**config.mk**
```make
export PLATFORM = sky130hd
export DESIGN_NAME = register_bank
export DESIGN_NICKNAME = d
export VERILOG_FILES = /design/src/rtl/register_bank.sv
export SDC_FILE = /design/constraint.sdc
export NUM_CORES = 2
export LEC_CHECK = 0
export CAP_MARGIN = 10
export CORE_ASPECT_RATIO = 1.5
export CORE_MARGIN = 2
export CORE_UTILIZATION = 30
export DETAILED_ROUTE_END_ITERATION = 8
export SKIP_LAST_GASP = 1
export SYNTH_ARGS = -nofsm -noshare
export SYNTH_HDL_FRONTEND = slang
export SYNTH_SLANG_ARGS = --single-unit
```
**constraint.sdc**
```tcl
create_clock -name i_clk -period 2.7 [get_ports i_clk]
set_clock_uncertainty 0.1 [all_clocks]
set_input_delay 0.27 -clock i_clk [delete_from_list [all_inputs] [get_ports i_clk]]
set_output_delay 0.27 -clock i_clk [all_outputs]
set_load 0.01 [all_outputs]
```
**src/rtl/register_bank.sv**
```systemverilog
// General-purpose register file on the write-back path: two bypassed read ports,
// one write port, and a sequential engine that streams every register to the debug unit.
module register_bank #(
   parameter int DATA_WIDTH = 32,
   parameter int ADDR_WIDTH = 5
) (
   input  logic                  i_clk,
   input  logic                  i_reset,
   input  logic [ADDR_WIDTH-1:0] i_readreg1,
   input  logic [ADDR_WIDTH-1:0] i_readreg2,
   input  logic [ADDR_WIDTH-1:0] i_writereg,
   input  logic [DATA_WIDTH-1:0] i_writedata,
   input  logic                  i_regwrite,
   output logic [DATA_WIDTH-1:0] o_data1,
   output logic [DATA_WIDTH-1:0] o_data2,
   input  logic                  i_dump_start,
   input  logic                  i_dump_ready,
   output logic                  o_dump_valid,
   output logic [ADDR_WIDTH-1:0] o_dump_index,
   output logic [DATA_WIDTH-1:0] o_dump_data,
   output logic                  o_dump_busy,
   output logic                  o_dump_done
);

   localparam int NUM_REGS = 2 ** ADDR_WIDTH;
   localparam logic [ADDR_WIDTH-1:0] LAST_IDX = ADDR_WIDTH'(NUM_REGS - 1);

   typedef enum logic [1:0] {
      IDLE = 2'd0,
      DUMP = 2'd1,
      DONE = 2'd2
   } dump_state_t;

   logic [DATA_WIDTH-1:0] regs [NUM_REGS];

   dump_state_t           state_q, state_d;
   logic [ADDR_WIDTH-1:0] idx_q, idx_d;

   logic write_en;
   assign write_en = i_regwrite && (i_writereg != '0);

   // NOTE: the register array is cleared on reset on purpose; software relies on
   // every GPR reading zero afterwards, so this is a flop array, not a RAM macro.
   always_ff @(posedge i_clk) begin
      if (i_reset) begin
         for (int i = 0; i < NUM_REGS; i++) begin
            // NOTE: non-blocking assignments for all sequential state, so every
            // flop samples pre-edge values regardless of statement order.
            regs[i] <= '0;
         end
      end else if (write_en) begin
         regs[i_writereg] <= i_writedata;
      end
   end

   // regs[0] is never written, so it reads as zero; write_en also excludes index 0
   // from the bypass path.
   always_comb begin
      // NOTE: default first, then override, so no path leaves the output unassigned
      // and no latch is inferred.
      o_data1 = regs[i_readreg1];
      if (write_en && (i_writereg == i_readreg1)) begin
         o_data1 = i_writedata;
      end
   end

   always_comb begin
      o_data2 = regs[i_readreg2];
      if (write_en && (i_writereg == i_readreg2)) begin
         o_data2 = i_writedata;
      end
   end

   always_ff @(posedge i_clk) begin
      if (i_reset) begin
         state_q <= IDLE;
         idx_q   <= '0;
      end else begin
         state_q <= state_d;
         idx_q   <= idx_d;
      end
   end

   always_comb begin
      state_d = state_q;
      idx_d   = idx_q;
      case (state_q)
         IDLE: begin
            if (i_dump_start) begin
               state_d = DUMP;
               idx_d   = '0;
            end
         end
         DUMP: begin
            if (i_dump_ready) begin
               if (idx_q == LAST_IDX) begin
                  state_d = DONE;
                  idx_d   = '0;
               end else begin
                  idx_d = idx_q + ADDR_WIDTH'(1);
               end
            end
         end
         DONE: begin
            state_d = IDLE;
         end
         default: begin
            state_d = IDLE;
            idx_d   = '0;
         end
      endcase
   end

   // Dump data comes straight from storage: a same-cycle write shows up in later words only.
   assign o_dump_valid = (state_q == DUMP);
   assign o_dump_busy  = (state_q != IDLE);
   assign o_dump_done  = (state_q == DONE);
   assign o_dump_index = idx_q;
   assign o_dump_data  = regs[idx_q];

endmodule

```
==> metrics.log <==
INFO  metric detail-route-antenna-nets = 0
INFO  metric max_slew_violation_count = 0
INFO  metric finalCriticalPeriod = 3.609 ns
INFO  metric combinationalPowerShare = 0.199
INFO  metric path_max_fanout = 5
INFO  metric syn_area = 61,910 um^2
INFO  metric synth-main-ff-cell = edfxtp_1
INFO  metric r2r_setup_slk = 1.12 ns
INFO  metric static-leakage-power = 26.50 nW
INFO  metric crit_path_cell_trace = buf_12, buf_12, buf_12, buf_16, buf_6, mux4_2, mux4_2, mux2_4, buf_6
INFO  metric synth.most_common_cell = edfxtp_1
INFO  metric synth_area_per_cell = 15.66 um^2
INFO  metric design.core.area = 205,500 um^2
INFO  metric endpoint_kind = output port
INFO  metric grt_first_pass_wirelength = 362,200 um
INFO  metric die_x = 374.9 um
INFO  metric synth_area_leader_cell = edfxtp_1
INFO  metric data_arrival_time_of_the_worst_path = 3.24 ns
INFO  metric final.fill_count = 18,720
INFO  metric routed_via_density = 6.115
INFO  metric portBuffers = 155
INFO  metric io_pins = 156
INFO  metric drc_marker_count_from_the_first_detailed_route_iteration = 6,567
INFO  metric layout_worst_path_cycle_share = 1.337
INFO  metric timing.hold.ws = 0.05610 ns
INFO  metric switching_share = 0.2691
INFO  metric vdd_drop_max = 592.7 uV
INFO  metric grt_start_max_net_pins = 39
INFO  metric final_util = 0.3824
INFO  metric yosys.cell_types.count = 40
INFO  metric grt_setup_unrepaired = yes
INFO  metric floorplan.die.height = 560.4 um
INFO  metric ctsLongestPathBuffers = 3
INFO  metric worstPathRequired = 2.33 ns
INFO  metric root_driver = clkbuf_16
INFO  metric vias = 44,350
INFO  metric tritoncts_clock_tree = done
INFO  metric failed_checks = setup timing
INFO  metric initial_utilization = 0.3013
INFO  metric antenna_violations_before_repair = 29
INFO  metric number_of_placed_instances_taps_included = 6,926
INFO  metric drv_cap = 0
INFO  metric holdCritPathClass = in2reg
INFO  metric pwr-share-clk = 0.351
INFO  metric crit_path_frequent_cell = buf_12
INFO  metric post_cts_hold_buffer_count = 0
INFO  metric h_tree_levels = 3
INFO  metric finalInstanceArea = 78,580 um^2
INFO  metric slowest_stage = mux4_2
INFO  metric number_of_setup_violations_in_the_final_report = 90
INFO  metric timing.fmax = 277.1 MHz
INFO  metric relSlewSlack = 0.5680
INFO  metric critPathLaunchType = flop
INFO  metric number_of_global_route_vias_before_repair = 45,060
INFO  metric core.rowCount = 204
INFO  metric multi_input_area = 30,410 um^2
INFO  metric detailed_place.area = 72,410 um^2
INFO  metric route.detailed.drc = 0
INFO  metric post_synth_inst_count = 3,953
INFO  metric nets = 4,523
INFO  metric detailed_placement_wirelength_estimate = 176,400 um
INFO  metric switchingPower = 11.48 mW
INFO  metric place.gp.congestion = 0.9149
INFO  metric final-seq-area = 31,010 um^2
INFO  metric ys_seq_area_frac = 0.5005
INFO  metric power_report.internal_total = 31.17 mW
INFO  metric final-instance-count-excl-fill = 7,252
INFO  metric finalPower = 42.65 mW
INFO  metric drtPass1Iterations = 5
INFO  metric timing_worst_slew_pin_value = 0.6479 ns
INFO  metric track_usage = 0.2493
INFO  metric cts_buffers = 104
INFO  metric floorplan.die_area = 210,100 um^2
INFO  metric cts_num_sinks = 1,036
INFO  metric power_density = 542.7 nW/um^2
INFO  metric drive_gt1_frac = 0.4556
INFO  metric grt_overflow = 0
INFO  metric synth_largest_type_area_fraction = 0.4966
INFO  metric layout_area_overhead = 26.92%
INFO  metric ys_async_sr_fraction = 0
INFO  metric report.final.hold_viol_count = 0
INFO  metric route.detailed.wl_per_inst = 36.93 um
INFO  metric run_status = finished, violations left
INFO  metric count_of_flip_flops_with_a_built_in_enable_after_synthesis = 1,024
INFO  metric synth_seq_cells = 1,036
INFO  metric final_critical_path_setup_slack = -0.9086 ns
INFO  metric synth_common_cells = edfxtp_1, and2_1, mux4_2
INFO  metric latest_clock_arrival_within_the_worst_skew_pair = 0.74 ns
INFO  metric clk_transition_reported_paths = 0.06 ns
INFO  metric power.share.sequential = 0.450
INFO  metric netlist_top_cells_area = edfxtp_1, mux4_2, and2_1
INFO  metric yosysWarnings = 0
INFO  metric critPathMaxStageDelay = 0.49 ns
INFO  metric criticalPathCategory = reg2out
INFO  metric wirelength = 267,800 um
critical path: cells and delay by family (launching register included):
kind,cells,cell delay (ns)
mux,3,1.32
buf+inv,6,0.77
flops,1,0.38
final cells by class:
class | instances | share of cell area
Sequential cell | 1036 | 0.3946
Tap cell | 2678 | 0.04264
Antenna cell | 17 | 0.0005414
Multi-Input combinational cell | 2481 | 0.3869
Clock inverter | 70 | 0.008694
Timing Repair Buffer | 844 | 0.1321
Inverter | 2 | 0.00009554
Clock buffer | 124 | 0.03435
per-stage QoR:
stage / TNS [ns] / setup slack, ns
finish: -30.74 / -0.9086
global route: -35.68 / -0.9636
floorplan: 0 / 0.2345
detailed placement: -252.50 / -1.331
CTS: -36.49 / -1.017
global placement: -229.08 / -1.339
sequential cells by signal, indices dropped and copies added, names as in the netlist, named ones only:
signal and flops:
regs 1024, o_dump_index 5, state_q 2
metal layers:
metal | share of wire | global-route usage
met1 | 0.33 | 0.2932
met2 | 0.47 | 0.4021
met3 | 0.11 | 0.06018
met4 | 0.086 | 0.1733
met5 | 0.00055 | 0
power by group through the flow:
stage               clock network [mW]  registers (mW)  logic, mW
finish                            14.9            19.2       8.49
global route                      15.5            19.3       8.74
CTS                               15.0            19.2       8.39
detailed placement                   0            19.5       7.62
global placement                     0            19.4       7.63
floorplan                            0            19.3       4.10
kinds of logic after synthesis:
logic type	share of synthesized area
AOI/OAI and AO/OA	0.03191
xor gates and xnor gates	0.001698
adders and majority gates	0.0004041
buffers and inverters	0.03385
DFF	0.5005
muxes	0.3087
other	0.00006057
and+or+nand+nor	0.1228
what timing repair did:
action                                  4_1_cts  5_1_grt
endpoints found under the setup margin       96       96
endpoints found under the hold margin         0        0
pin swaps                                    86       70
resized for setup                           793      110
cloned                                       19        4
setup buffers                                95       25
worst paths after layout:
path                                      start              to  cells after the start
worst max-delay path                       flop  o_dump_data[5]                      9
worst min-delay path               i_dump_start      state_q[0]                      3
worst max register to register  o_dump_index[0]            flop                      5
worst min register to register       state_q[1]      state_q[0]                      1
layout by cell type (no fill, tap or decap), types with 8 or more instances in the layout:
cell	instances
o21ai_4	13
nand2_1	64
clkbuf_16	108
buf_6	85
clkinv_1	20
buf_2	40
or2_4	15
bufinv_16	11
buf_16	17
buf_8	19
clkbuf_1	19
o22ai_1	192
nor2_4	31
o21ai_1	8
clkdlybuf4s50_1	42
dlygate4sd2_1	8
nor2_1	10
diode_2	17
mux4_2	830
buf_4	372
and2_1	992
buf_12	250
o22ai_2	54
clkinv_2	22
conb_1	32
nand3b_1	13
or4_4	60
o21ai_2	42
mux2_4	33
or2_2	17
edfxtp_1	1024
No activity file was read; power rests on OpenSTA's default activity.
